File: config.mk
export PLATFORM = sky130hd
export DESIGN_NAME = ram_access_sequencer
export DESIGN_NICKNAME = d
export VERILOG_FILES = /design/src/rtl/ram_access_sequencer.sv
export SDC_FILE = /design/constraint.sdc
export NUM_CORES = 1
export LEC_CHECK = 0
export CORE_UTILIZATION = 25
export CTS_CLUSTER_DIAMETER = 40
export CTS_CLUSTER_SIZE = 28
export DETAILED_ROUTE_END_ITERATION = 7
export HOLD_SLACK_MARGIN = 0.02
export PLACE_DENSITY = 0.53
export SYNTH_ARGS = -nofsm -noshare
export SYNTH_HDL_FRONTEND = slang
export SYNTH_SLANG_ARGS = --single-unit
File: constraint.sdc
create_clock -name CLK -period 2.4 [get_ports CLK]
set_input_delay 0.24 -clock CLK [delete_from_list [all_inputs] [get_ports CLK]]
set_output_delay 0.24 -clock CLK [all_outputs]
set_load 0.03 [all_outputs]
File: src/rtl/ram_access_sequencer.sv
// ram_access_sequencer: turns level-held, active-low host strobes (read, write,
// refresh) into single request/acknowledge cycles on a 16-bit word memory.
// Byte addressing on the host side is folded into a word address plus byte
// enables. Host accesses stall the host through WAIT_n. A stuck memory is
// released by a cycle-count timeout that raises a sticky ERR flag.
//
// Memory handshake: MEM_REQ rises in the cycle after the sequencer commits to
// an access and stays high, with MEM_WE/MEM_RFSH/MEM_ADDR/MEM_WDATA/MEM_BE
// stable, until the cycle in which MEM_ACK=1. That cycle is the transfer:
// MEM_RDATA is sampled there, and MEM_REQ is low in the following cycle.
// MEM_ACK is ignored while MEM_REQ is low.
module ram_access_sequencer #(
    parameter int ADDR_W      = 22,
    parameter int TIMEOUT_CYC = 64
) (
    input  logic              CLK,
    input  logic              RESET,
    input  logic [ADDR_W-1:0] ADDR,
    input  logic [15:0]       DIN,
    input  logic              DIN_SIZE,
    input  logic              OE_n,
    input  logic              WE_n,
    input  logic              RFSH_n,
    output logic [15:0]       DOUT,
    output logic              WAIT_n,
    output logic              ERR,
    output logic              MEM_REQ,
    output logic              MEM_WE,
    output logic              MEM_RFSH,
    output logic [ADDR_W-2:0] MEM_ADDR,
    output logic [15:0]       MEM_WDATA,
    output logic [1:0]        MEM_BE,
    input  logic              MEM_ACK,
    input  logic [15:0]       MEM_RDATA,
    output logic [2:0]        DBG_STATE
);

    typedef enum logic [2:0] {
        ST_IDLE    = 3'd0,
        ST_READ    = 3'd1,
        ST_WRITE   = 3'd2,
        ST_REFRESH = 3'd3,
        ST_HOLD    = 3'd4
    } state_t;

    // Last request cycle that may still see MEM_ACK before the access is abandoned.
    localparam logic [7:0] TMO_LAST = 8'(TIMEOUT_CYC - 1);

    state_t     state_q, state_d;
    logic       oe_q, we_q, rfsh_q;
    logic       hist_valid_q;
    logic       pending_q;
    logic       hold_wr_q;
    logic       addr_lsb_q;
    logic [7:0] cnt_q;

    logic       oe_fall, we_fall, rfsh_fall;
    logic       tmo_hit, finish;
    logic       start_rd, start_wr, start_rf, start_any;
    logic       origin_high;

    // The first cycle after reset only loads the strobe history, so a strobe
    // that is already low when reset drops cannot look like a fresh edge.
    assign oe_fall   = hist_valid_q & oe_q   & ~OE_n;
    assign we_fall   = hist_valid_q & we_q   & ~WE_n;
    assign rfsh_fall = hist_valid_q & rfsh_q & ~RFSH_n;

    assign tmo_hit     = (cnt_q == TMO_LAST);
    assign finish      = MEM_REQ & (MEM_ACK | tmo_hit);
    assign start_any   = start_rd | start_wr | start_rf;
    assign origin_high = hold_wr_q ? WE_n : OE_n;
    assign DBG_STATE   = state_q;

    // Strobe history, edge qualification and the collapsing refresh-pending flag.
    always_ff @(posedge CLK or posedge RESET) begin
        if (RESET) begin
            oe_q         <= 1'b1;
            we_q         <= 1'b1;
            rfsh_q       <= 1'b1;
            hist_valid_q <= 1'b0;
            pending_q    <= 1'b0;
        end else begin
            oe_q         <= OE_n;
            we_q         <= WE_n;
            rfsh_q       <= RFSH_n;
            hist_valid_q <= 1'b1;
            pending_q    <= (pending_q & ~start_rf) | rfsh_fall;
        end
    end

    // State register.
    always_ff @(posedge CLK or posedge RESET) begin
        if (RESET) begin
            state_q <= ST_IDLE;
        end else begin
            state_q <= state_d;
        end
    end

    // Next-state selection: write beats read beats refresh; host accesses park in HOLD.
    always_comb begin
        state_d  = state_q;
        start_rd = 1'b0;
        start_wr = 1'b0;
        start_rf = 1'b0;
        case (state_q)
            ST_IDLE: begin
                if (we_fall) begin
                    state_d  = ST_WRITE;
                    start_wr = 1'b1;
                end else if (oe_fall) begin
                    state_d  = ST_READ;
                    start_rd = 1'b1;
                end else if (pending_q) begin
                    state_d  = ST_REFRESH;
                    start_rf = 1'b1;
                end
            end
            ST_READ: begin
                if (finish) state_d = OE_n ? ST_IDLE : ST_HOLD;
            end
            ST_WRITE: begin
                if (finish) state_d = WE_n ? ST_IDLE : ST_HOLD;
            end
            ST_REFRESH: begin
                if (finish) state_d = ST_IDLE;
            end
            ST_HOLD: begin
                if (origin_high) state_d = ST_IDLE;
            end
            default: state_d = ST_IDLE;
        endcase
    end

    // Memory-side request, byte lanes, host read data, stall and timeout tracking.
    always_ff @(posedge CLK or posedge RESET) begin
        if (RESET) begin
            MEM_REQ    <= 1'b0;
            MEM_WE     <= 1'b0;
            MEM_RFSH   <= 1'b0;
            MEM_ADDR   <= '0;
            MEM_WDATA  <= '0;
            MEM_BE     <= '0;
            DOUT       <= '0;
            WAIT_n     <= 1'b1;
            ERR        <= 1'b0;
            cnt_q      <= '0;
            addr_lsb_q <= 1'b0;
            hold_wr_q  <= 1'b0;
        end else if (start_any) begin
            MEM_REQ    <= 1'b1;
            MEM_WE     <= start_wr;
            MEM_RFSH   <= start_rf;
            MEM_ADDR   <= ADDR[ADDR_W-1:1];
            addr_lsb_q <= ADDR[0];
            hold_wr_q  <= start_wr;
            cnt_q      <= '0;
            WAIT_n     <= ~(start_wr | start_rd);
            if (start_rf) begin
                MEM_BE <= 2'b00;
            end else if (start_rd || DIN_SIZE) begin
                MEM_BE <= 2'b11;
            end else begin
                MEM_BE <= ADDR[0] ? 2'b10 : 2'b01;
            end
            if (start_wr) begin
                MEM_WDATA <= DIN_SIZE ? DIN : {DIN[7:0], DIN[7:0]};
            end
        end else if (MEM_REQ) begin
            if (MEM_ACK || tmo_hit) begin
                MEM_REQ  <= 1'b0;
                MEM_WE   <= 1'b0;
                MEM_RFSH <= 1'b0;
                WAIT_n   <= 1'b1;
                if (!MEM_ACK) begin
                    ERR <= 1'b1;
                end
                if (state_q == ST_READ) begin
                    if (!MEM_ACK) begin
                        DOUT <= 16'hFFFF;
                    end else if (addr_lsb_q) begin
                        DOUT <= {8'h00, MEM_RDATA[15:8]};
                    end else begin
                        DOUT <= MEM_RDATA;
                    end
                end
            end else begin
                cnt_q <= cnt_q + 8'd1;
            end
        end
    end

endmodule
==> impl_results.md <==
- Status: complete, no violations
- Slew Limit Fails: 0
- Grt ovf: 0
- PortBufs: approximately 120
- Number of routed nets with antenna violations: 0
- Worst path required time: 2.61 ns
- Post-route minimum period: around 2.0 ns
- Hold-fix buffers, CTS: 0
- Clk sink count: between 70 and 80
- Vias in the first global route: 2,885
- Kind of end point of the critical path: flip-flop
- Fmax: 0.507 GHz
- Clock buffer count from CTS: 9
- Async SR Flop Fraction: 100%
- Setup crit start: cnt_q[0]
- RSZ-0062 raised after global routing: false
- Share of layout cells above drive strength 1: 18.1%
- CP Launch Type: flip-flop
- Io pins: 124
- Syn Nets: 360
- Chip Height: 120 µm
- Final instance area: 5230 µm²
- Most frequent cells in the layout: clkdlybuf4s50_1, dfrtp_1, nand2_1
- Final cycle utilization of the critical path: 82.2%
- H-tree depth: 3
- Cell Area, Synth: 3470 µm²
- Reg2Reg Capture Point: DOUT[10]
- Worst Tran Pin Value: 0.663 ns
- ANT cells: 0
- Fin. Hold Viols: 0
- Vias per cell: 4.40
- Die area: roughly 14,000 µm²
- Final setup viols: 0
- Layout Cells excl Fill: 607
- Placed insts: roughly 600
- Setup TNS Final: 0 ns
- Slew HR: 55.8%
- Final wirelength: 8610 µm
- Avg WL per Cell: around 14 µm
- Post-DP HPWL: between 6000 and 7000 µm
- R2R Path Start: cnt_q[0]
- Total Power: ~0.0029 W
- Kind of critical path: flip-flop to flip-flop
- Top FF cell, synth: dfrtp_1
- Peak fanout along the critical path: 16
- Clock transition at the registers of the reported paths: 0.06 ns
- CP arrival: 2.19 ns
- Dpl cell area: ~4900 µm²
- Synth Warn #: 0
- EDFF count, synth: 0
- Clock skew: 0.00524 ns
- Pin count of the biggest net entering global routing: 35
- Max Root-Sink Buffers: 2
- Area growth syn-to-layout: 50.7%
- Hold/Removal Path Class: input port to async pin
- Via count: 2,673
- CTS tree: yes
- Maximum vdd drop: 0.338 mV
- Starting density of the core: 25.9%
- Post-synth cell types: 48
- Nets: 488
- PwrDens: ~550 nW/µm²
- First-pass GRT wire length: approximately 14,000 µm
- CTS root buf: clkbuf_16
- Initial antenna violation count: 0
- Postcts setup bufs: 0
- Post-synthesis average cell area: 11.7 µm²
- Drt pass-1 iters: 4
- # rows: 42
- Post_cts resized: 0
- GPL Wtd Cong: 0.749
- Reg2reg setup slack: around 0.43 ns
- Overall Global Routing Usage: between 10 and 15%
- Sequential area share after synthesis: between 50% and 60%
- Max-cap violation count: 0
- Reg2reg path depth: 6
- Iteration-0 DRC Markers: 55
- Residual DRC: 0
- Core area: 13,400 µm²
- Lkg Pwr: 2.42 nW
- Clock Latency Late Sink: 0.33 ns
- Crit path capture: DOUT[10]
- DIE WIDTH: 120 µm
- Most common cell after layout, fill and taps aside: clkdlybuf4s50_1
- Synth Instances: 298
- Yosys reg bits: ~80
## routing by layer
metal / vias to the layer above / track usage [%] / part of all wire (%) / wire length (µm)
met3: 9 / 4.42 / 6.7 / 579
met2: 77 / 21.7 / 48 / 4170
met1: 1303 / 15.2 / 44 / 3750
met4: 0 / 4.22 / 1.3 / 115
li1: 1284 / - / - / -
met5: - / 0 / 0 / 0
## kinds of logic after synthesis
family                     synth area share [%]
AOI/OAI and AO/OA                          7.28
adders and majority gates                 0.360
muxes                                      18.6
buffers and inverters                      3.78
xor gates and xnor gates                   1.01
other                                     0.108
DFF                                        56.4
and+or+nand+nor                            12.5
## worst min path at each step
stage,startpoint,endpoint,slack [ns]
final,RESET,hist_valid_q,0.26
after global routing,RESET,hist_valid_q,0.29
after CTS,RESET,hist_valid_q,0.26
after detailed placement,MEM_WDATA[6],MEM_WDATA[6],0.47
after floorplan,OE_n,oe_q,0.24
after global placement,MEM_WDATA[7],MEM_WDATA[7],0.46
## worst max-delay path: stages, from the launching register on
cell and delay (ns):
dfrtp_1 0.40, ha_1 0.22, and4bb_2 0.25, a21oi_2 0.21, or3_1 0.13, buf_4 0.27, mux2_2 0.37
## per-stage QoR
stage / util, % / setup slack (ns) / hold slack, ns
4_1_cts: 39.0 / 0.415 / 0.260
3_5_place_dp: 36.8 / 0.322 / 0.466
6_report: 39.0 / 0.428 / 0.257
2_1_floorplan: - / 0.172 / 0.244
3_3_place_gp: 36.8 / 0.352 / 0.461
5_1_grt: 39.0 / 0.311 / 0.286
## power breakdown
group | switching (W) | internal (W)
logic | 0.0000682 | 0.000107
registers | 0.00000223 | 0.00132
clock network | 0.000520 | 0.000834
total | 0.000591 | 0.00226
## area by class of cell
type,count,area [µm²]
Timing Repair Buffer,131,1320
Sequential cell,78,1960
Inverter,13,50.0
Clock buffer,11,243
Multi-Input combinational cell,193,1390
Clock inverter,5,58.8
Fill cell,1317,8170
Tap cell,176,220
## registers in the layout, summed over array words and instances (netlist names), 2 cells and up
| signal | flops |
|---|---|
| DBG_STATE | 3 |
| DOUT | 16 |
| MEM_ADDR | 21 |
| MEM_BE | 2 |
| MEM_WDATA | 16 |
| cnt_q | 8 |
## cells in the mapped netlist (2+ instances only)
cell type,instances,area [µm²]
o22ai_1,2,12.5
o21ai_0,23,115
nor2_1,13,48.8
mux2_4,10,150
nand4_1,2,12.5
mux2i_1,19,190
xor2_1,4,35.0
nand3b_1,2,15.0
a31o_2,3,26.3
dfrtp_1,74,1850
clkbuf_1,8,30.0
nand2_1,48,180
mux2_2,27,304
a21oi_1,3,15.0
nand3_1,8,40.0
nor3_1,3,15.0
buf_2,2,10.0
inv_1,13,48.8
dfstp_2,4,105
nor2b_1,2,12.5
Power figures use the tool's default switching activity.
